===== config.mk =====
export PLATFORM = sky130hd
export DESIGN_NAME = wb_stage
export DESIGN_NICKNAME = d
export VERILOG_FILES = /design/src/rtl/wb_stage_pkg.sv /design/src/rtl/wb_stage_load_align.sv /design/src/rtl/wb_stage.sv
export SDC_FILE = /design/constraint.sdc
export NUM_CORES = 1
export LEC_CHECK = 0
export CELL_PAD_IN_SITES_DETAIL_PLACEMENT = 0
export CELL_PAD_IN_SITES_GLOBAL_PLACEMENT = 1
export CORE_MARGIN = 2
export CORE_UTILIZATION = 28
export DETAILED_ROUTE_END_ITERATION = 10
export PLACE_DENSITY = 0.86
export RECOVER_POWER = 100
export SYNTH_ARGS = -nofsm -noshare
export SYNTH_HDL_FRONTEND = slang
export SYNTH_SLANG_ARGS = --single-unit

===== constraint.sdc =====
create_clock -name clk -period 6.2 [get_ports clk]
set_clock_uncertainty 0.1 [all_clocks]
set_input_delay 1.24 -clock clk [delete_from_list [all_inputs] [get_ports clk]]
set_output_delay 1.24 -clock clk [all_outputs]
set_load 0.01 [all_outputs]

===== src/rtl/wb_stage_pkg.sv =====
// Shared core definitions for the write-back stage: datapath width,
// load funct3 encodings and the write-back FSM state type.
package wb_stage_pkg;

    localparam int XLEN = 64;

    // Load funct3 encodings as they arrive from the memory stage.
    localparam logic [2:0] LD_LB  = 3'd0;
    localparam logic [2:0] LD_LH  = 3'd1;
    localparam logic [2:0] LD_LW  = 3'd2;
    localparam logic [2:0] LD_LD  = 3'd3;
    localparam logic [2:0] LD_LBU = 3'd4;
    localparam logic [2:0] LD_LHU = 3'd5;
    localparam logic [2:0] LD_LWU = 3'd6;

    // IDLE: ready for an instruction. WAIT_RESP: a load is waiting for data.
    typedef enum logic {
        IDLE      = 1'b0,
        WAIT_RESP = 1'b1
    } wb_state_t;

endpackage


===== src/rtl/wb_stage_load_align.sv =====
// load_align: purely combinational lane select and sign/zero extension
// of a doubleword-aligned load response. Misaligned offsets are forced to
// the natural alignment of the access size. funct3 7 behaves as ld.
module load_align
    import wb_stage_pkg::*;
#(
    parameter int W = XLEN
) (
    input  logic [2:0]   i_func,
    input  logic [2:0]   i_addr_lo,
    input  logic [W-1:0] i_rdata,
    output logic [W-1:0] o_data
);

    logic [2:0]   w_off;
    logic [W-1:0] w_lane;

    // Clear the low log2(size) offset bits; size comes from funct3[1:0].
    always_comb begin
        w_off = 3'd0;
        case (i_func[1:0])
            2'd0:    w_off = i_addr_lo;
            2'd1:    w_off = {i_addr_lo[2:1], 1'b0};
            2'd2:    w_off = {i_addr_lo[2], 2'b00};
            default: w_off = 3'd0;
        endcase
    end

    // Move the selected lane down to bit 0.
    assign w_lane = i_rdata >> {w_off, 3'b000};

    // Sign- or zero-extend the lane according to the load type.
    always_comb begin
        o_data = w_lane;
        case (i_func)
            LD_LB:   o_data = {{(W-8){w_lane[7]}},   w_lane[7:0]};
            LD_LH:   o_data = {{(W-16){w_lane[15]}}, w_lane[15:0]};
            LD_LW:   o_data = {{(W-32){w_lane[31]}}, w_lane[31:0]};
            LD_LBU:  o_data = {{(W-8){1'b0}},        w_lane[7:0]};
            LD_LHU:  o_data = {{(W-16){1'b0}},       w_lane[15:0]};
            LD_LWU:  o_data = {{(W-32){1'b0}},       w_lane[31:0]};
            default: o_data = w_lane;
        endcase
    end

endmodule


===== src/rtl/wb_stage.sv =====
// wb_stage: write-back stage of the in-order core. Accepts retiring
// instructions over in_valid/in_ready, waits for the data-memory response
// on loads, and drives the register file write port from one registered
// output stage.
// Optional feature macro: WB_DIFFTEST_COMMIT_EN adds commit_valid,
// commit_pc, commit_inst and commit_cnt outputs.
//
// Handshake: an instruction transfers on a rising edge where
// in_valid & in_ready are both 1; in_ready is 1 exactly when the FSM is
// IDLE and does not depend on in_valid. dmem_rvalid is a one-cycle
// response strobe with no back-pressure, only honoured in WAIT_RESP.
module wb_stage
    import wb_stage_pkg::*;
#(
    parameter int XLEN = wb_stage_pkg::XLEN
) (
    input  logic            clk,
    input  logic            rst,
    input  logic            in_valid,
    output logic            in_ready,
    input  logic [63:0]     in_pc,
    input  logic [31:0]     in_inst,
    input  logic [4:0]      in_rd,
    input  logic            in_rd_wen,
    input  logic            in_is_load,
    input  logic [2:0]      in_load_func,
    input  logic [2:0]      in_addr_lo,
    input  logic [XLEN-1:0] in_result,
    input  logic            dmem_rvalid,
    input  logic [XLEN-1:0] dmem_rdata,
    output logic            rf_we,
    output logic [4:0]      rf_waddr,
    output logic [XLEN-1:0] rf_wdata,
`ifdef WB_DIFFTEST_COMMIT_EN
    output logic            commit_valid,
    output logic [63:0]     commit_pc,
    output logic [31:0]     commit_inst,
    output logic [63:0]     commit_cnt,
`endif
    output wb_state_t       dbg_state
);

    wb_state_t       r_state;
    wb_state_t       w_state_next;
    logic            w_accept;

    // Latched load context while the response is outstanding.
    logic [4:0]      r_ld_rd;
    logic            r_ld_wen;
    logic [2:0]      r_ld_func;
    logic [2:0]      r_ld_addr_lo;

    // Retirement selected this cycle, fed into the output register.
    logic            w_retire;
    logic            w_ret_wen;
    logic [4:0]      w_ret_rd;
    logic [XLEN-1:0] w_ret_data;
    logic [XLEN-1:0] w_align_data;

    logic            r_rf_we;
    logic [4:0]      r_rf_waddr;
    logic [XLEN-1:0] r_rf_wdata;

`ifdef WB_DIFFTEST_COMMIT_EN
    logic [63:0]     r_ld_pc;
    logic [31:0]     r_ld_inst;
    logic [63:0]     w_ret_pc;
    logic [31:0]     w_ret_inst;
    logic            r_commit_valid;
    logic [63:0]     r_commit_pc;
    logic [31:0]     r_commit_inst;
    logic [63:0]     r_commit_cnt;
`else
    // PC and instruction word only feed the commit trace.
    logic            w_unused_commit;
    assign w_unused_commit = ^{in_pc, in_inst};
`endif

    assign in_ready  = (r_state == IDLE);
    assign w_accept  = in_valid & in_ready;
    assign dbg_state = r_state;

    load_align #(
        .W(XLEN)
    ) u_load_align (
        .i_func    (r_ld_func),
        .i_addr_lo (r_ld_addr_lo),
        .i_rdata   (dmem_rdata),
        .o_data    (w_align_data)
    );

    // Next-state and retirement select: non-loads retire on acceptance,
    // loads retire when their response arrives.
    always_comb begin
        w_state_next = r_state;
        w_retire     = 1'b0;
        w_ret_wen    = 1'b0;
        w_ret_rd     = 5'd0;
        w_ret_data   = '0;
`ifdef WB_DIFFTEST_COMMIT_EN
        w_ret_pc     = 64'd0;
        w_ret_inst   = 32'd0;
`endif
        case (r_state)
            IDLE: begin
                if (w_accept) begin
                    if (in_is_load) begin
                        w_state_next = WAIT_RESP;
                    end else begin
                        w_retire   = 1'b1;
                        w_ret_wen  = in_rd_wen;
                        w_ret_rd   = in_rd;
                        w_ret_data = in_result;
`ifdef WB_DIFFTEST_COMMIT_EN
                        w_ret_pc   = in_pc;
                        w_ret_inst = in_inst;
`endif
                    end
                end
            end
            WAIT_RESP: begin
                if (dmem_rvalid) begin
                    w_state_next = IDLE;
                    w_retire     = 1'b1;
                    w_ret_wen    = r_ld_wen;
                    w_ret_rd     = r_ld_rd;
                    w_ret_data   = w_align_data;
`ifdef WB_DIFFTEST_COMMIT_EN
                    w_ret_pc     = r_ld_pc;
                    w_ret_inst   = r_ld_inst;
`endif
                end
            end
            default: w_state_next = IDLE;
        endcase
    end

    // FSM state register; reset drops any pending load.
    always_ff @(posedge clk) begin
        if (rst) begin
            r_state <= IDLE;
        end else begin
            r_state <= w_state_next;
        end
    end

    // Capture load context when a load is accepted.
    always_ff @(posedge clk) begin
        if (rst) begin
            r_ld_rd      <= 5'd0;
            r_ld_wen     <= 1'b0;
            r_ld_func    <= 3'd0;
            r_ld_addr_lo <= 3'd0;
`ifdef WB_DIFFTEST_COMMIT_EN
            r_ld_pc      <= 64'd0;
            r_ld_inst    <= 32'd0;
`endif
        end else if (w_accept && in_is_load) begin
            r_ld_rd      <= in_rd;
            r_ld_wen     <= in_rd_wen;
            r_ld_func    <= in_load_func;
            r_ld_addr_lo <= in_addr_lo;
`ifdef WB_DIFFTEST_COMMIT_EN
            r_ld_pc      <= in_pc;
            r_ld_inst    <= in_inst;
`endif
        end
    end

    // Register file write port: enable pulses per retirement (x0 masked),
    // address/data hold between retirements.
    always_ff @(posedge clk) begin
        if (rst) begin
            r_rf_we    <= 1'b0;
            r_rf_waddr <= 5'd0;
            r_rf_wdata <= '0;
        end else begin
            r_rf_we <= w_retire & w_ret_wen & (w_ret_rd != 5'd0);
            if (w_retire) begin
                r_rf_waddr <= w_ret_rd;
                r_rf_wdata <= w_ret_data;
            end
        end
    end

    assign rf_we    = r_rf_we;
    assign rf_waddr = r_rf_waddr;
    assign rf_wdata = r_rf_wdata;

`ifdef WB_DIFFTEST_COMMIT_EN
    // Commit trace: one pulse per retirement, including x0/no-write ones.
    always_ff @(posedge clk) begin
        if (rst) begin
            r_commit_valid <= 1'b0;
            r_commit_pc    <= 64'd0;
            r_commit_inst  <= 32'd0;
            r_commit_cnt   <= 64'd0;
        end else begin
            r_commit_valid <= w_retire;
            if (w_retire) begin
                r_commit_pc   <= w_ret_pc;
                r_commit_inst <= w_ret_inst;
                r_commit_cnt  <= r_commit_cnt + 64'd1;
            end
        end
    end

    assign commit_valid = r_commit_valid;
    assign commit_pc    = r_commit_pc;
    assign commit_inst  = r_commit_inst;
    assign commit_cnt   = r_commit_cnt;
`endif

endmodule

==> results of run 1 <==
[worst max-delay path: cells and delay by family]
kind	cells	cell delay, ps
AOI/OAI and AO/OA	5	2350
buffers and inverters	2	1120
and+or+nand+nor	1	120
[how the worst max path moves through the flow]
stage | endpoint | depth (start not counted)
after detailed placement | rf_wdata[15]$_SDFFE_PP0P_ | 7
after global routing | rf_wdata[58]$_SDFFE_PP0P_ | 8
final | rf_wdata[54]$_SDFFE_PP0P_ | 8
after floorplan | rf_wdata[32]$_SDFFE_PP0P_ | 7
after global placement | rf_wdata[15]$_SDFFE_PP0P_ | 7
after CTS | rf_wdata[15]$_SDFFE_PP0P_ | 7
[kinds of logic (layout without fill, tap and decap cells)]
| kind of cell | Yosys count | after routing | share of synthesized area, % |
|---|---|---|---|
| buf+inv | 73 | 253 | 6.83 |
| mux | 36 | 36 | 9.96 |
| flops | 83 | 83 | 32.7 |
| simple gates | 219 | 219 | 20.9 |
| compound gates | 221 | 221 | 29.5 |
[flip-flops by register name, summed over array words and instances, names as in the netlist]
name	count
r_ld_func	3
dbg_state	1
r_ld_wen	1
r_ld_addr_lo	3
rf_wdata	64
r_ld_rd	5
rf_we	1
rf_waddr	5
[per-stage QoR]
step,std cells,instance area [um2]
6_report,1041,7600
3_5_place_dp,1025,7320
3_3_place_gp,1025,7320
2_1_floorplan,632,5080
4_1_cts,1041,7630
5_1_grt,1041,7600
[routing by layer]
layer / vias up / wire (um) / track usage [%]
met1: 2800 / 9600 / 30.7
met5: - / 0 / 0
met4: 0 / 749 / 8.29
met3: 44 / 2050 / 5.42
li1: 2770 / - / -
met2: 313 / 9990 / 34.4
[final cells by class]
cell class	count	area [um2]
flip-flops and latches	83	1660
well taps	229	287
clock inverters	6	71.3
inverters	8	30.0
repair buffers	229	2250
fillers	1814	10300
clock buffers	10	239
multi-input cells	476	3070
[cells in the final DEF, fill, tap and decap left out, drive strengths merged, types with 11 or more instances in the layout]
cell type and n:
clkdlybuf4s50 140, nand2 95, dfxtp 83, dlygate4sd3 75, a21oi 54, nand3 42
a31oi 29, and3 29, o32ai 26, o21ai 26, mux2i 22, nor2 22
a22oi 19, o22ai 14, buf 13, mux4 11, o221ai 11, clkbuf 11
[report_power, final]
| group | internal, uW | switching [uW] |
|---|---|---|
| Sequential | 568 | 20.2 |
| Clock | 328 | 238 |
| Combinational | 200 | 186 |
| Total | 1100 | 444 |
==> flow_summary.json, run 1 <==
{
  "synthTopCellsByArea": "dfxtp_1 33%, nand2_1 7.0%, a21oi_1 5.3%, mux4_2 4.9%, mux2i_1 4.3%",
  "post_cts_buffers": 0,
  "ir_worst_vdd_mv": 0.152,
  "critical_path.startpoint": "dmem_rdata[63]",
  "worst-path-max-fanout": 24,
  "yosys_warnings": 0,
  "worstMarginPinSlew_ps": 2200,
  "leakage_uw": 0.00299,
  "crit_path_start_kind": "input port",
  "required_ps": 6370,
  "maxCapViolations": 2,
  "violations": "max-capacitance violations, max-slew violations",
  "path_class": "in -> reg",
  "worst_path_most_repeated_cell": "o211ai_1",
  "max_slew_margin_pct": -46.5,
  "drc": 0,
  "gp_congestion": 0.951,
  "cts_resized": 0,
  "die_h_um": 139,
  "hold_end": "rf_waddr[1]$_SDFFE_PP0P_",
  "place_hpwl_mm": 16.4,
  "final.setup.worst_slack_ps": 1530,
  "firstDrtPassIters": 5,
  "r2r_slack_ps": 2090,
  "yosysMostFrequentCell": "nand2_1",
  "ys_ff_latch": 83,
  "slowest_delay_ps": 1680,
  "port-buffer-count": 216,
  "synth_commonest_cells": "95 x nand2_1, 83 x dfxtp_1, 54 x a21oi_1",
  "routed_wl_mm": 22.4,
  "final_core_util_pct": 42.5,
  "cp-end-kind": "register",
  "syn-num-nets": 873,
  "yosys.area.top_type": "dfxtp_1",
  "cts_sinks": 83,
  "hold_violations": 0,
  "grt_util_all_layers_pct": 22.4,
  "hold_depth": 2,
  "drtAntennaViolNets": 0,
  "synth_cell_types": 62,
  "syn_area_per_cell_um2": 8.03,
  "hold_path.class": "reg -> reg",
  "cts_tree": "yes",
  "layout_min_cycle_time_ps": 4670,
  "synthCells": 632,
  "finalSetupViolations": 0,
  "slew_violations": 49,
  "avgViaCountPerCell": 5.69,
  "cts_max_level": 3,
  "synthFlopType": "dfxtp_1",
  "diodes": 0,
  "grt_first_pass_wirelength_mm": 33.9,
  "yosysSeqAreaShare_pct": 32.7,
  "root_buffer": "clkbuf_16",
  "tns_ps": 0,
  "p_total_uw": 1540,
  "period_share_pct": 75.4,
  "status": "finished, violations left",
  "dieWidth_um": 139,
  "finalNetCount": 1048,
  "clockBufferDepth": 2,
  "worstReg2RegEnd": "rf_wdata[54]$_SDFFE_PP0P_",
  "core_um2": 17900,
  "crit_arrival_ps": 4840,
  "hold_start": "rf_waddr[1]$_SDFFE_PP0P_",
  "wl_per_cell_um": 21.5,
  "path_cells": "dlygate4sd3_1 -> nand3b_1 -> o211ai_1 -> o211ai_1 -> o22ai_1 -> clkbuf_1 -> o32ai_1 -> a31oi_1",
  "antenna_found_initial": 0,
  "grt_max_degree": 83,
  "path_clk_slew_ps": 70,
  "placementRows": 49,
  "r2r_cells": 7,
  "initial_utilization_pct": 28.4,
  "synth_edf_count": 0,
  "ctsHoldBuffers": 0,
  "async_flop_share_pct": 0,
  "drive_gt1_share_pct": 6.16,
  "hold_slack_ps": 357,
  "cpMaxStageDelayCell": "o22ai_1",
  "dr_total_vias": 5927,
  "gr-total-overflow": 0,
  "clock_latency_ps": 350,
  "cellPowerDensity_nw_per_um2": 203,
  "drt_iter0_drc": 401,
  "yosysTopAreaCellShare_pct": 32.7,
  "cts_buffers": 9,
  "grt_pass1_vias": 5658,
  "area_growth_pct": 49.8,
  "dpl_worst_slack_ps": 2020,
  "dieArea_um2": 19200,
  "rsz0062_at_grt": "false",
  "io_pins": 313,
  "netlist_area_um2": 5080,
  "fmax_mhz": 214,
  "r2r_start": "r_ld_addr_lo[1]$_SDFFE_PP0P_"
}
No activity file was read; power rests on OpenSTA's default activity.
==> run 2, diff against run 1 <==
--- a/config.mk
+++ b/config.mk
@@ -8,9 +8,9 @@
 export CELL_PAD_IN_SITES_DETAIL_PLACEMENT = 0
 export CELL_PAD_IN_SITES_GLOBAL_PLACEMENT = 1
 export CORE_MARGIN = 2
-export CORE_UTILIZATION = 28
+export CORE_UTILIZATION = 23
 export DETAILED_ROUTE_END_ITERATION = 10
-export PLACE_DENSITY = 0.86
+export PLACE_DENSITY = 0.75
 export RECOVER_POWER = 100
 export SYNTH_ARGS = -nofsm -noshare
 export SYNTH_HDL_FRONTEND = slang
==> constraint.sdc (replaced) <==
create_clock -name clk -period 3.75 [get_ports clk]
set_clock_uncertainty 0.1 [all_clocks]
set_input_delay 0.75 -clock clk [delete_from_list [all_inputs] [get_ports clk]]
set_output_delay 0.75 -clock clk [all_outputs]
set_load 0.01 [all_outputs]
==> run 2 against run 1 <==
Effect of this change:
- the flow still finishes with violations (max-capacitance violations, max-slew violations)
- combinational power is 70% higher
- routed wire length is 7.3% higher
- via count up 1.5%
- cell area is 3.1% higher
- critical path type unchanged
- critical endpoint is now rf_wdata[12]$_SDFFE_PP0P_
- largest power group unchanged
==> flow_summary.json, run 2 (synthesis results as in run 1) <==
{
  "drc": 0,
  "root_buffer": "clkbuf_16",
  "dieArea_um2": 23300,
  "cp-end-kind": "register",
  "area_growth_pct": 54.4,
  "cellPowerDensity_nw_per_um2": 329,
  "core_um2": 21800,
  "grt_max_degree": 73,
  "crit_path_start_kind": "input port",
  "grt_pass1_vias": 5952,
  "routed_wl_mm": 24.0,
  "leakage_uw": 0.00307,
  "max_slew_margin_pct": -5.68,
  "diodes": 0,
  "netSwitchingPower_uw": 774,
  "power.internal_uw": 1810,
  "p_sw_share_pct": 30.0,
  "r2r_slack_ps": 790,
  "crit_arrival_ps": 3370,
  "antenna_found_initial": 0,
  "violations": "max-capacitance violations, max-slew violations",
  "path_clk_slew_ps": 70,
  "cts_buffers": 9,
  "p_comb_share_pct": 25.5,
  "drt_iter0_drc": 529,
  "largest_register_ffs": 64,
  "final_core_util_pct": 36.0,
  "ir_worst_vdd_mv": 0.147,
  "period_share_pct": 84.9,
  "layout_commonest_cell": "clkdlybuf4s50_1",
  "initial_utilization_pct": 23.3,
  "path_class": "in -> reg",
  "rsz0062_at_grt": "false",
  "drtAntennaViolNets": 0,
  "finalSetupViolations": 0,
  "mostFrequentLayoutCells": "142 x clkdlybuf4s50_1, 94 x nand2_1, 83 x dfxtp_1, 73 x dlygate4sd3_1, 54 x a21oi_1",
  "tns_ps": 0,
  "gp_congestion": 0.908,
  "ctsHoldBuffers": 0,
  "clockPowerShare_pct": 36.8,
  "cts_max_level": 3,
  "drive_gt1_share_pct": 8.56,
  "die_h_um": 153,
  "seqPwrFrac_pct": 37.7,
  "cts_sinks": 83,
  "post_cts_buffers": 0,
  "dieWidth_um": 153,
  "placementRows": 54,
  "dr_total_vias": 6017,
  "layout_min_cycle_time_ps": 3180,
  "clock_latency_ps": 350,
  "fillers": 2306,
  "finalNetCount": 1065,
  "status": "finished, violations left",
  "avgViaCountPerCell": 5.43,
  "p_total_uw": 2580,
  "place_inst": 1093,
  "cts_resized": 0,
  "firstDrtPassIters": 5,
  "port-buffer-count": 216,
  "hold_path.class": "reg -> reg",
  "hold_violations": 0,
  "fmax_mhz": 314,
  "ff_latch_area_um2": 1660,
  "gr-total-overflow": 0,
  "io_pins": 313,
  "cts_tree": "yes",
  "worstMarginPinSlew_ps": 1590,
  "slew_violations": 73,
  "place_hpwl_mm": 17.9,
  "required_ps": 3940,
  "stdcell_count": 1109,
  "clockBufferDepth": 2,
  "multi_input_area_um2": 3080,
  "grt_first_pass_wirelength_mm": 36.3,
  "worst-path-max-fanout": 72,
  "maxCapViolations": 1,
  "wl_per_cell_um": 21.7,
  "grt_util_all_layers_pct": 20.1
}
## run 2: changes by cell type in the layout (fill, tap and decap cells not counted), sizes merged
cell           before  now
clkdlybuf4s50     140  142
buf                13   30
clkbuf             11   10
clkinvlp            1    2
dlygate4sd3        75   73
## run 2: per-layer routing
metal	GRT usage (%)	routed length (um)	vias to the layer above
li1	-	-	2804
met1	27.1	10300	2926
met2	32.5	11500	262
met3	4.01	1750	25
met4	6.22	480	0
met5	0	0	-
## run 2: power by group through the flow
stage	Clock, uW	Combinational, uW	Sequential, uW
2_1_floorplan	0	269	1010
3_3_place_gp	0	672	994
3_5_place_dp	0	675	995
4_1_cts	973	679	975
5_1_grt	1010	704	981
6_report	949	658	973
## run 2: stage by stage
step | hold slack (ps) | worst slack, ps | instance area (um2)
6_report | 358 | 568 | 7840
5_1_grt | 382 | 306 | 7840
4_1_cts | 360 | 824 | 7850
3_5_place_dp | 349 | 530 | 7550
3_3_place_gp | 345 | 567 | 7550
2_1_floorplan | 336 | 1430 | 5080
## run 2: critical path, cell delays in order
cell	delay [ps]
dlygate4sd3_1	590
and3_2	240
clkbuf_2	1120
nand2_1	200
a31o_2	300
a21oi_1	110
## run 2: path summary, 6_finish.rpt
| kind | startpoint | end | depth (start not counted) |
|---|---|---|---|
| min | rf_waddr[1]$_SDFFE_PP0P_ | rf_waddr[1]$_SDFFE_PP0P_ | 2 |
| max reg2reg | r_ld_func[1]$_SDFFE_PP0P_ | rf_wdata[2]$_SDFFE_PP0P_ | 5 |
| min reg2reg | rf_waddr[1]$_SDFFE_PP0P_ | rf_waddr[1]$_SDFFE_PP0P_ | 2 |
| max | in_valid | rf_wdata[12]$_SDFFE_PP0P_ | 6 |
## run 2: area by class of cell
type | count | area share (%)
Timing Repair Buffer | 246 | 30.7
Inverter | 8 | 0.383
Clock buffer | 9 | 2.87
Multi-Input combinational cell | 476 | 39.3
Tap cell | 280 | 4.47
Sequential cell | 83 | 21.2
Clock inverter | 7 | 1.05
